`src/rtl/serial_adder.sv`:
```
// Bit-serial two's-complement adder/subtractor: one full-adder slice (two half
// adders) resolves one bit per clock, LSB first, with a start/busy/done handshake.
module serial_adder #(
  parameter int WIDTH = 8
) (
  input  logic             clk,
  input  logic             rst_n,
  input  logic             start,
  input  logic             sub,
  input  logic [WIDTH-1:0] A,
  input  logic [WIDTH-1:0] B,
  output logic [WIDTH-1:0] sum,
  output logic             cout,
  output logic             ovf,
  output logic             busy,
  output logic             done
);

  localparam int CW = (WIDTH > 1) ? $clog2(WIDTH) : 1;

  typedef enum logic {IDLE, RUN} state_t;

  state_t           state_reg, state_next;
  logic [WIDTH-1:0] a_sh_reg, b_sh_reg, res_sh_reg;
  logic             carry_reg;
  logic [CW-1:0]    cnt_reg;
  logic [WIDTH-1:0] sum_reg;
  logic             cout_reg, ovf_reg, done_reg;

  logic ha1_s, ha1_c, ha2_c, bit_s, carry_next, last_bit;

  // Full-adder slice as two cascaded half adders.
  assign ha1_s      = a_sh_reg[0] ^ b_sh_reg[0];
  assign ha1_c      = a_sh_reg[0] & b_sh_reg[0];
  assign bit_s      = ha1_s ^ carry_reg;
  assign ha2_c      = ha1_s & carry_reg;
  assign carry_next = ha1_c | ha2_c;
  assign last_bit   = (state_reg == RUN) && (cnt_reg == CW'(WIDTH - 1));

  always_ff @(posedge clk) begin
    if (!rst_n) begin
      state_reg <= IDLE;
    end else begin
      state_reg <= state_next;
    end
  end

  always_comb begin
    state_next = state_reg;
    case (state_reg)
      IDLE:    if (start) state_next = RUN;
      RUN:     if (last_bit) state_next = IDLE;
      default: state_next = IDLE;
    endcase
  end

  always_comb begin
    busy = (state_reg == RUN);
    done = done_reg;
    sum  = sum_reg;
    cout = cout_reg;
    ovf  = ovf_reg;
  end

  always_ff @(posedge clk) begin
    if (!rst_n) begin
      a_sh_reg   <= '0;
      b_sh_reg   <= '0;
      res_sh_reg <= '0;
      carry_reg  <= 1'b0;
      cnt_reg    <= '0;
      sum_reg    <= '0;
      cout_reg   <= 1'b0;
      ovf_reg    <= 1'b0;
      done_reg   <= 1'b0;
    end else begin
      done_reg <= 1'b0;
      if (state_reg == IDLE && start) begin
        a_sh_reg   <= A;
        b_sh_reg   <= sub ? ~B : B;
        carry_reg  <= sub;
        cnt_reg    <= '0;
        res_sh_reg <= '0;
      end else if (state_reg == RUN) begin
        a_sh_reg   <= a_sh_reg >> 1;
        b_sh_reg   <= b_sh_reg >> 1;
        res_sh_reg <= {bit_s, res_sh_reg[WIDTH-1:1]};
        carry_reg  <= carry_next;
        cnt_reg    <= cnt_reg + CW'(1);
        // carry_reg is the carry into the MSB while the last bit is processed.
        if (last_bit) begin
          sum_reg  <= {bit_s, res_sh_reg[WIDTH-1:1]};
          cout_reg <= carry_next;
          ovf_reg  <= carry_reg ^ carry_next;
          done_reg <= 1'b1;
        end
      end
    end
  end

endmodule

```
`config.mk`:
```
export PLATFORM = sky130hd
export DESIGN_NAME = serial_adder
export DESIGN_NICKNAME = d
export VERILOG_FILES = /design/src/rtl/serial_adder.sv
export SDC_FILE = /design/constraint.sdc
export NUM_CORES = 1
export LEC_CHECK = 0
export ABC_AREA = 0
export CORE_MARGIN = 1.5
export CORE_UTILIZATION = 40
export CTS_BUF_LIST = sky130_fd_sc_hd__clkbuf_16
export DETAILED_ROUTE_END_ITERATION = 12
export GPL_TIMING_DRIVEN = 0
export SLEW_MARGIN = 20
export SYNTH_ARGS = -nofsm -noshare
export SYNTH_HDL_FRONTEND = slang
export SYNTH_SLANG_ARGS = --single-unit
```
`constraint.sdc`:
```
create_clock -name clk -period 3.35 [get_ports clk]
set_input_delay 1.005 -clock clk [delete_from_list [all_inputs] [get_ports clk]]
set_output_delay 1.005 -clock clk [all_outputs]
set_load 0.01 [all_outputs]
```
==> run summary <==
Vias post-DR - 1,380
Yosys top cell by area - dfxtp_1
Worst-path clk slew - 0.06 ns
Grt total ovfl - 0
Hold-fix buffers, CTS - 0
Minimum clock period - 2.287 ns
Post_cts resized - 0
Hold path endpoint - sum[0]
Wirelength, routed - 3.833 mm
CP Launch Type - flop
Post-Place Worst Slack - 1.127 ns
Antenna cell count - 0
Reg-to-reg startpoint - cnt_reg[0]
Clock Latency Late Sink - 0.28 ns
Worst min-delay path startpoint - res_sh_reg[1]
Vias in the first global route - 1,417
Core area - 4414 um^2
Syn nets - 196
Synth top area cells - dfxtp_1 42%, mux2i_1 9.7%, xnor2_1 4.7%
First-pass GRT wire length - 6.575 mm
Max Root-Sink Buffers - 2
# setup viols final - 0
Total Die Area - 5043 um^2
Max VDD drop - 0.0002202 V
IO Port Bufs - 29
Pins Over Slew Limit - 0
Critical path cell sequence - clkdlybuf4s50_1
Worst-margin pin slew - 0.4573 ns
Post-synth top area share - 0.4219
Die H - 71.02 um
WP buf/inv - 1
Fin. Hold Viols - 0
Synthesis-stage register bit count - 39
Routed wire length per instance - 14.63 um
Mapped Area - 1851 um^2
Pwr dens - 495.7 nW/um^2
Worst reg2reg path depth - 5
CP max stage cell - clkdlybuf4s50_1
Sw frac - 0.2246
DR DRC count - 0
Clock Skew - 0.005732 ns
Yosys cell types - 28
RePlAce Congestion - 0.7769
WP data required - 2.34 ns
Crit path largest cell delay - 0.58 ns
Std-Cell Rows - 24
Unrepaired setup endpoints after global routing - false
Largest net degree at the start of global routing - 13
Clock Sinks - 39
Clock share of power - 0.448
Max-Cap Viols - 0
Leakage - 0.8973 nW
Hold depth - 2
Commonest non-fill, non-tap cell in the layout - dfxtp_1
Flop pwr share - 0.425
Crit Path Max Fanout - 5
Sw Pwr - 0.0002638 W
Detailed Routing Iterations Pass 1 - 4
Min-delay worst type - reg2reg
Syn avg cell area - 10.70 um^2
Final nets - 232
H-tree depth - 2
Postcts setup bufs - 0
Crit path DAT - 1.28 ns
Slack of the worst reg-to-reg path - 1.82 ns
ANT nets after route - 0
CTS tree - yes
Worst R2R End - cout
GRT Overall Usage - 0.1661
Die span in x - 71.02 um
Pint - 0.0009108 W
Relative slew slack - 0.6952
I/O pin count - 32
Post-DP HPWL - 2.761 mm
Share of layout cells above drive strength 1 - 0.1857
Initial Util - 0.4192
Final WS setup - 1.063 ns
Critical Path End Type - output pin
Crit path max-delay family - buffers and inverters
Number of DRC markers in iteration 0 - 77
Layout area overhead - 28.06%
Yosys warns - 0
Sequential cell area fraction in the yosys report - 0.4219
Mapped Cells - 173
Result of the run - finished clean
Most frequent cells in the layout - 39 x dfxtp_1, 29 x clkdlybuf4s50_1, 18 x mux2i_1
CTS root buf - clkbuf_16
Logic pwr share - 0.128
F_max - 437.3 MHz
Critical path class - reg2out
Antenna violations before repair - 0
Tcrit/Tclk final - 0.6826
Via density per instance - 5.267
Total CTS buffers - 5
Setup TNS - 0 ns
## cell usage after synthesis
cell       n
a211oi_1   8
a211oi_2   1
a21bo_1    3
a21bo_2    6
a21oi_1    9
a21oi_2    1
a311oi_2   1
and3_1     1
buf_1      1
buf_12     2
buf_2      5
buf_4      3
buf_6      4
dfxtp_1   39
fa_1       1
ha_1       2
inv_2      2
mux2i_1   18
nand2b_1   9
nand3_1   16
nand3b_4   1
nor2_1     2
nor2b_1   10
nor3_1     4
nor3_2     6
o21a_1     1
o221ai_1   7
xnor2_1   10
## kinds of logic (layout without fill, tap and decap cells)
kind of cell             after synthesis  in the layout  synth area share
adder cells (fa/ha/maj)                3              3           0.02434
multiplexers                          18             18           0.09736
AND/OR/NAND/NOR                       49             49            0.1690
XOR/XNOR                              10             10           0.04733
flip-flops                            39             39            0.4219
buffers and inverters                 17             54           0.07775
AO/OA/AOI/OAI                         37             37            0.1623
## power groups by stage
stage / clock network [W] / logic (W) / registers (W)
after global placement: 0 / 0.000147 / 0.000508
final: 0.000526 / 0.000150 / 0.000499
after global routing: 0.000552 / 0.000163 / 0.000502
after detailed placement: 0 / 0.000151 / 0.000509
after floorplan: 0 / 0.000106 / 0.000506
after CTS: 0.000538 / 0.000152 / 0.000499
## worst max-delay path by stage
stage          startpoint  slack [ns]     endpoint  cells past startpoint
2_1_floorplan       start        1.71    carry_reg                      4
3_3_place_gp        rst_n        1.16  b_sh_reg[0]                      4
3_5_place_dp        rst_n        1.13       sum[6]                      4
4_1_cts              busy        1.05         busy                      1
5_1_grt              busy        1.02         busy                      1
6_report             busy        1.06         busy                      1
## per-stage QoR
stage | std cells | instance area [um^2] | power, W | utilization | hold slack, ns
final | 262 | 2370 | 0.001175 | 0.5368 | 0.4735
after global routing | 262 | 2370 | 0.001217 | 0.5368 | 0.5158
after CTS | 262 | 2370 | 0.001189 | 0.5368 | 0.4717
after detailed placement | 254 | 2206 | 0.0006603 | 0.4997 | 0.4637
after global placement | 254 | 2206 | 0.0006548 | 0.4997 | 0.4512
after floorplan | 173 | 1851 | 0.0006116 | - | 0.4428
## layout make-up
class	instances	area, um^2
fill	393	2044
multi-input combinational	117	925.9
sequential	39	780.7
timing repair buffer	29	290.3
buffer	15	136.4
clock buffer	5	125.1
tap	52	65.06
clock inverter	3	38.79
inverter	2	7.507
## layer usage
layer / wire (um) / vias to the layer above / global-route usage
met5: 0 / - / 0
met4: 56 / 0 / 0.05660
met3: 152 / 6 / 0.04986
met2: 1852 / 24 / 0.2835
met1: 1772 / 659 / 0.1991
li1: - / 691 / -
Note: power is estimated with default switching activity, not from simulation.
